### src/rtl/alu_cmd_ctrl.sv
// ALU command controller: parses rx byte frames into one ALU operation
// and returns the double-width result as two tx bytes, LSB first.
module alu_cmd_ctrl #(
  parameter int DATA_WIDTH = 8,
  parameter int TIMEOUT    = 16
) (
  input  logic                    CLK,
  input  logic                    RST,
  input  logic [DATA_WIDTH-1:0]   rx_data,
  input  logic                    rx_valid,
  output logic                    busy,
  output logic [DATA_WIDTH-1:0]   alu_a,
  output logic [DATA_WIDTH-1:0]   alu_b,
  output logic [3:0]              alu_fun,
  output logic                    alu_en,
  output logic                    alu_clk_en,
  input  logic [2*DATA_WIDTH-1:0] alu_out,
  input  logic                    alu_valid,
  output logic [DATA_WIDTH-1:0]   tx_data,
  output logic                    tx_valid,
  input  logic                    tx_ready,
  output logic                    err
);

  localparam int DW = DATA_WIDTH;
  localparam int RW = 2 * DATA_WIDTH;
  localparam int CW = $clog2(TIMEOUT);

  localparam logic [DW-1:0] CMD_NEW = DW'(8'hCC);
  localparam logic [DW-1:0] CMD_OLD = DW'(8'hDD);
  localparam logic [CW-1:0] CNT_LAST = CW'(TIMEOUT - 1);

  typedef enum logic [2:0] {
    IDLE,
    GET_A,
    GET_B,
    GET_FUN,
    ALU_RUN,
    WAIT_RES,
    SEND_LO,
    SEND_HI
  } state_t;

  state_t        state_q, state_d;
  logic [DW-1:0] a_q, a_d;
  logic [DW-1:0] b_q, b_d;
  logic [3:0]    fun_q, fun_d;
  logic [RW-1:0] res_q, res_d;
  logic [CW-1:0] cnt_q, cnt_d;
  logic [DW-1:0] tx_data_q, tx_data_d;
  logic          tx_valid_q, tx_valid_d;
  logic          alu_en_q, alu_en_d;
  logic          clk_en_q, clk_en_d;
  logic          busy_q, busy_d;
  logic          err_q, err_d;

  always_comb begin
    state_d   = state_q;
    a_d       = a_q;
    b_d       = b_q;
    fun_d     = fun_q;
    res_d     = res_q;
    cnt_d     = cnt_q;
    tx_data_d = tx_data_q;
    err_d     = 1'b0;

    unique case (state_q)
      IDLE: begin
        if (rx_valid) begin
          unique case (1'b1)
            (rx_data == CMD_NEW): state_d = GET_A;
            (rx_data == CMD_OLD): state_d = GET_FUN;
            default:              state_d = IDLE;
          endcase
        end
      end
      GET_A: begin
        if (rx_valid) begin
          a_d     = rx_data;
          state_d = GET_B;
        end
      end
      GET_B: begin
        if (rx_valid) begin
          b_d     = rx_data;
          state_d = GET_FUN;
        end
      end
      GET_FUN: begin
        if (rx_valid) begin
          fun_d   = rx_data[3:0];
          state_d = ALU_RUN;
        end
      end
      ALU_RUN: begin
        cnt_d   = '0;
        state_d = WAIT_RES;
      end
      WAIT_RES: begin
        cnt_d = cnt_q + 1'b1;
        // a valid on the last counted cycle still beats the timeout
        if (alu_valid) begin
          res_d     = alu_out;
          tx_data_d = alu_out[DW-1:0];
          state_d   = SEND_LO;
        end else if (cnt_q == CNT_LAST) begin
          res_d     = '1;
          tx_data_d = '1;
          err_d     = 1'b1;
          state_d   = SEND_LO;
        end
      end
      SEND_LO: begin
        if (tx_ready) begin
          tx_data_d = res_q[RW-1:DW];
          state_d   = SEND_HI;
        end
      end
      SEND_HI: begin
        if (tx_ready) begin
          state_d = IDLE;
        end
      end
      default: state_d = IDLE;
    endcase

    alu_en_d   = (state_d == ALU_RUN);
    clk_en_d   = (state_d == ALU_RUN) || (state_d == WAIT_RES);
    tx_valid_d = (state_d == SEND_LO) || (state_d == SEND_HI);
    busy_d     = clk_en_d || tx_valid_d;
  end

  always_ff @(posedge CLK or negedge RST) begin
    if (!RST) begin
      state_q    <= IDLE;
      a_q        <= '0;
      b_q        <= '0;
      fun_q      <= '0;
      res_q      <= '0;
      cnt_q      <= '0;
      tx_data_q  <= '0;
      tx_valid_q <= 1'b0;
      alu_en_q   <= 1'b0;
      clk_en_q   <= 1'b0;
      busy_q     <= 1'b0;
      err_q      <= 1'b0;
    end else begin
      state_q    <= state_d;
      a_q        <= a_d;
      b_q        <= b_d;
      fun_q      <= fun_d;
      res_q      <= res_d;
      cnt_q      <= cnt_d;
      tx_data_q  <= tx_data_d;
      tx_valid_q <= tx_valid_d;
      alu_en_q   <= alu_en_d;
      clk_en_q   <= clk_en_d;
      busy_q     <= busy_d;
      err_q      <= err_d;
    end
  end

  assign busy       = busy_q;
  assign alu_a      = a_q;
  assign alu_b      = b_q;
  assign alu_fun    = fun_q;
  assign alu_en     = alu_en_q;
  assign alu_clk_en = clk_en_q;
  assign tx_data    = tx_data_q;
  assign tx_valid   = tx_valid_q;
  assign err        = err_q;

endmodule

### config.mk
export PLATFORM = sky130hd
export DESIGN_NAME = alu_cmd_ctrl
export DESIGN_NICKNAME = d
export VERILOG_FILES = /design/src/rtl/alu_cmd_ctrl.sv
export SDC_FILE = /design/constraint.sdc
export NUM_CORES = 1
export LEC_CHECK = 0
export ABC_AREA = 1
export BUFFER_PORTS_ARGS = -buffer_cell sky130_fd_sc_hd__buf_2
export CORE_ASPECT_RATIO = 1.5
export CORE_MARGIN = 4
export CORE_UTILIZATION = 46
export CTS_CLUSTER_DIAMETER = 30
export DETAILED_ROUTE_END_ITERATION = 6
export GPL_TIMING_DRIVEN = 0
export HOLD_SLACK_MARGIN = 0.03
export PLACE_DENSITY_LB_ADDON = 0.12
export SYNTH_ARGS = -nofsm -noshare
export SYNTH_HDL_FRONTEND = slang
export SYNTH_SLANG_ARGS = --single-unit
### constraint.sdc
create_clock -name CLK -period 1.32 [get_ports CLK]
set_input_delay 0.198 -clock CLK [delete_from_list [all_inputs] [get_ports CLK]]
set_output_delay 0.198 -clock CLK [all_outputs]
set_load 0.1 [all_outputs]
==> qor.log <==
[status] result of the run complete, no violations
[setup_path] slack of the worst reg-to-reg path 1 ps
[sta] setup TNS 0 ps
[grt] global-route wire length before repair 8140 um
[detailed_routing] post-detailed-route count of antenna-violating nets 0
[logic_synthesis] number of instances in the synthesized netlist 248
[logic_synthesis] count of different cell masters after synthesis 24
[die] I/O pin cnt 62
[layout] post-route cell area 2840 sq um
[setup_path] crit-path max FO 10
[setup_path] worst reg-to-reg path cell count 8
[clock_tree] insertion delay of the later-clocked pin in the worst-skew pair 300 ps
[detailed_routing] post-route DRC violation count 0
[flow_run] maximum capacitance violations 0
[logic_synthesis] Avg Inst Size Synth 8.56 sq um
[sta] Fin Hold WS 76.3 ps
[setup_path] source of the worst register-to-register timing path state_q[1]
[die] floorplan die area 5790 sq um
[logic_synthesis] sequential cell area fraction in the yosys report 56.6%
[setup_path] list of cells traversed by the critical path buf_6 -> inv_4 -> nor2_4 -> buf_4 -> nand2_4 -> buf_4 -> nand2_1 -> o21ai_1
[min_path] path category of the worst min-delay check in -> async
[setup_path] stage delay of the slowest cell on the critical path 360 ps
[sta] Final Slew Violations 0
[die] starting density of the core 47.1%
[die] Row Count 30
[setup_path] kind of start point of the critical path flip-flop
[clock_tree] clock tree from TritonCTS done
[setup_path] class of the most critical setup path reg -> reg
[sta] worst setup skew after layout 6.44 ps
[clock_tree] clock sink count 48
[die] placeable core region 4500 sq um
[setup_path] Crit path arrival time 1500 ps
[layout] Area Growth Syn to Fin 33.6%
[logic_synthesis] syn nets 278
[clock_tree] CTS HTree Levels 2
[sta] shortest clock period the worst path allows after layout 1320 ps
[die] floorplan die height 91.2 um
[clock_tree] Reg clk slew, reported paths 80 ps
[placement] DP Area 2490 sq um
[clock_tree] deepest clock path buffer count 2
[clock_tree] hold buffers post-CTS 0
[layout] top library cells by usage in the layout, fill and taps aside sky130_fd_sc_hd__nand2_1, sky130_fd_sc_hd__buf_2, sky130_fd_sc_hd__dfrtp_1, sky130_fd_sc_hd__o21ai_1, sky130_fd_sc_hd__inv_1
[grt] largest net degree at the start of global routing 49
[layout] layout cells sized above 1 35.6%
[die] Die X 63.5 um
[layout] most common cell after layout, fill and taps aside sky130_fd_sc_hd__nand2_1
[sta] RSZ-0062 raised after global routing true
[placement] total of buffers placed on input and output ports 61
[sta] Max Freq 0.758 GHz
[sta] final hold vios 0
[setup_path] data required time at the worst endpoint 1500 ps
[layout] Antenna Cells 0
[placement] detailed-placement wirelength estimate 3440 um
[layout] post-layout utilization of the core 63.0%
[clock_tree] Num CTS Buffers 5
[sta] worst slew margin relative to its limit 28.9%
[logic_synthesis] warnings from Yosys 0
[sta] Final Setup Violations 0
[layout] net count of the finished layout 360
[logic_synthesis] post-synthesis cell type with the largest combined area sky130_fd_sc_hd__dfrtp_1
[logic_synthesis] most area-consuming cells after synthesis sky130_fd_sc_hd__dfrtp_1, sky130_fd_sc_hd__nand2_1, sky130_fd_sc_hd__o21ai_1
[detailed_routing] wire length reported by the detailed router 4880 um
[sta] actual transition at the worst max-transition pin 1070 ps
[logic_synthesis] post-synth top area share 56.6%
[grt] global router's overall resource usage 17.6%
[setup_path] worst reg2reg endpoint alu_b[5]
[clock_tree] Root Buffer Master sky130_fd_sc_hd__clkbuf_8
[setup_path] dominant cell type by count on the critical path sky130_fd_sc_hd__buf_4
[logic_synthesis] Yosys reg bits 48
[sta] crit share post-route 99.9%
[detailed_routing] wire length per cell after detailed routing 12.9 um
[detailed_routing] Vias 1868
[detailed_routing] detail-routed via count per cell 4.93
[grt] via count of the first global-routing pass 1776
[grt] global route total overflow 0
[detailed_routing] drt first-iter violations 68
[grt] initial antenna violation count 0
[placement] Final GP Congestion 0.746
[detailed_routing] first-pass detailed-route iteration total 4
[logic_synthesis] post-synthesis instance area 2120 sq um
[setup_path] CP Capture Type flip-flop
[setup_path] slowest cell on the critical path sky130_fd_sc_hd__dfrtp_1
-- registers in the layout (all words and copies together), names as in the netlist --
| signal | count |
|---|---|
| err | 1 |
| cnt_q | 4 |
| state_q | 3 |
| res_q | 8 |
| alu_en | 1 |
| alu_a | 8 |
| tx_data | 8 |
| busy | 1 |
| tx_valid | 1 |
| alu_clk_en | 1 |
| alu_b | 8 |
| alu_fun | 4 |
-- per-stage QoR --
stage / instances / worst slack [ps]
2_1_floorplan: 248 / 59.9
3_3_place_gp: 357 / -82.9
3_5_place_dp: 357 / -95.2
4_1_cts: 371 / -6.40
5_1_grt: 379 / -79.6
6_report: 379 / 1.16
-- per-layer routing --
layer | wire length, um | GRT usage, %
met5 | 0 | 0
met4 | 60 | 5.41
met3 | 310 | 4.83
met2 | 2600 | 31.9
met1 | 1910 | 19.8
-- synth_stat cells --
| master | n |
|---|---|
| sky130_fd_sc_hd__inv_1 | 25 |
| sky130_fd_sc_hd__nor3_1 | 10 |
| sky130_fd_sc_hd__inv_2 | 3 |
| sky130_fd_sc_hd__nor2_2 | 2 |
| sky130_fd_sc_hd__clkbuf_1 | 1 |
| sky130_fd_sc_hd__nand4_1 | 1 |
| sky130_fd_sc_hd__nand3_2 | 1 |
| sky130_fd_sc_hd__o21ai_1 | 27 |
| sky130_fd_sc_hd__nand2_2 | 2 |
| sky130_fd_sc_hd__o21ai_0 | 12 |
| sky130_fd_sc_hd__dfrtp_1 | 48 |
| sky130_fd_sc_hd__xor2_1 | 1 |
| sky130_fd_sc_hd__buf_4 | 1 |
| sky130_fd_sc_hd__nand2_4 | 3 |
| sky130_fd_sc_hd__a21oi_1 | 10 |
| sky130_fd_sc_hd__buf_6 | 1 |
| sky130_fd_sc_hd__nand3_1 | 11 |
| sky130_fd_sc_hd__a31oi_1 | 1 |
| sky130_fd_sc_hd__nand2_1 | 70 |
| sky130_fd_sc_hd__buf_2 | 5 |
| sky130_fd_sc_hd__clkinv_2 | 1 |
| sky130_fd_sc_hd__nor2_4 | 1 |
| sky130_fd_sc_hd__ha_1 | 1 |
| sky130_fd_sc_hd__nor2_1 | 10 |
-- what timing repair did --
item                       4_1_cts  5_1_grt
pin swaps                        1        6
setup endpoints to repair       37       53
buffers inserted                 6        8
resized for setup                8       47
-- cells by family (layout without fill, tap and decap cells) --
| logic type | after synthesis | in the layout | share of synthesized area [%] |
|---|---|---|---|
| xor gates and xnor gates | 1 | 1 | 0.413 |
| adders and majority gates | 1 | 1 | 0.589 |
| DFF | 48 | 48 | 56.6 |
| and+or+nand+nor | 111 | 111 | 23.2 |
| buffers and inverters | 37 | 120 | 7.42 |
| AOI/OAI and AO/OA | 50 | 50 | 11.8 |
-- worst max-delay path, delay by kind of cell (launching register included) --
| kind | cells | cell delay, ps |
|---|---|---|
| buffers and inverters | 4 | 510 |
| AOI/OAI and AO/OA | 1 | 60 |
| and+or+nand+nor | 3 | 270 |
| DFF | 1 | 360 |
-- how the worst max path moves through the flow --
stage	endpoint	from	slack, ps
floorplan	alu_b[5]	state_q[2]	60
global placement	alu_b[6]	state_q[2]	-80
detailed placement	alu_b[6]	state_q[2]	-100
CTS	alu_a[5]	state_q[2]	-6
global route	tx_data[0]	state_q[1]	-80
finish	alu_b[5]	state_q[1]	1
-- final cells by class --
class | count | area, sq um
Clock buffer | 6 | 82.6
Fill cell | 421 | 1670
Tap cell | 48 | 60.1
Sequential cell | 48 | 1200
Clock inverter | 2 | 13.8
Multi-Input combinational cell | 163 | 837
Inverter | 29 | 118
Timing Repair Buffer | 75 | 452
Buffer | 8 | 72.6
Power is not shown: default switching activity piles up to over one toggle a cycle in this logic, so the estimate is an artifact.
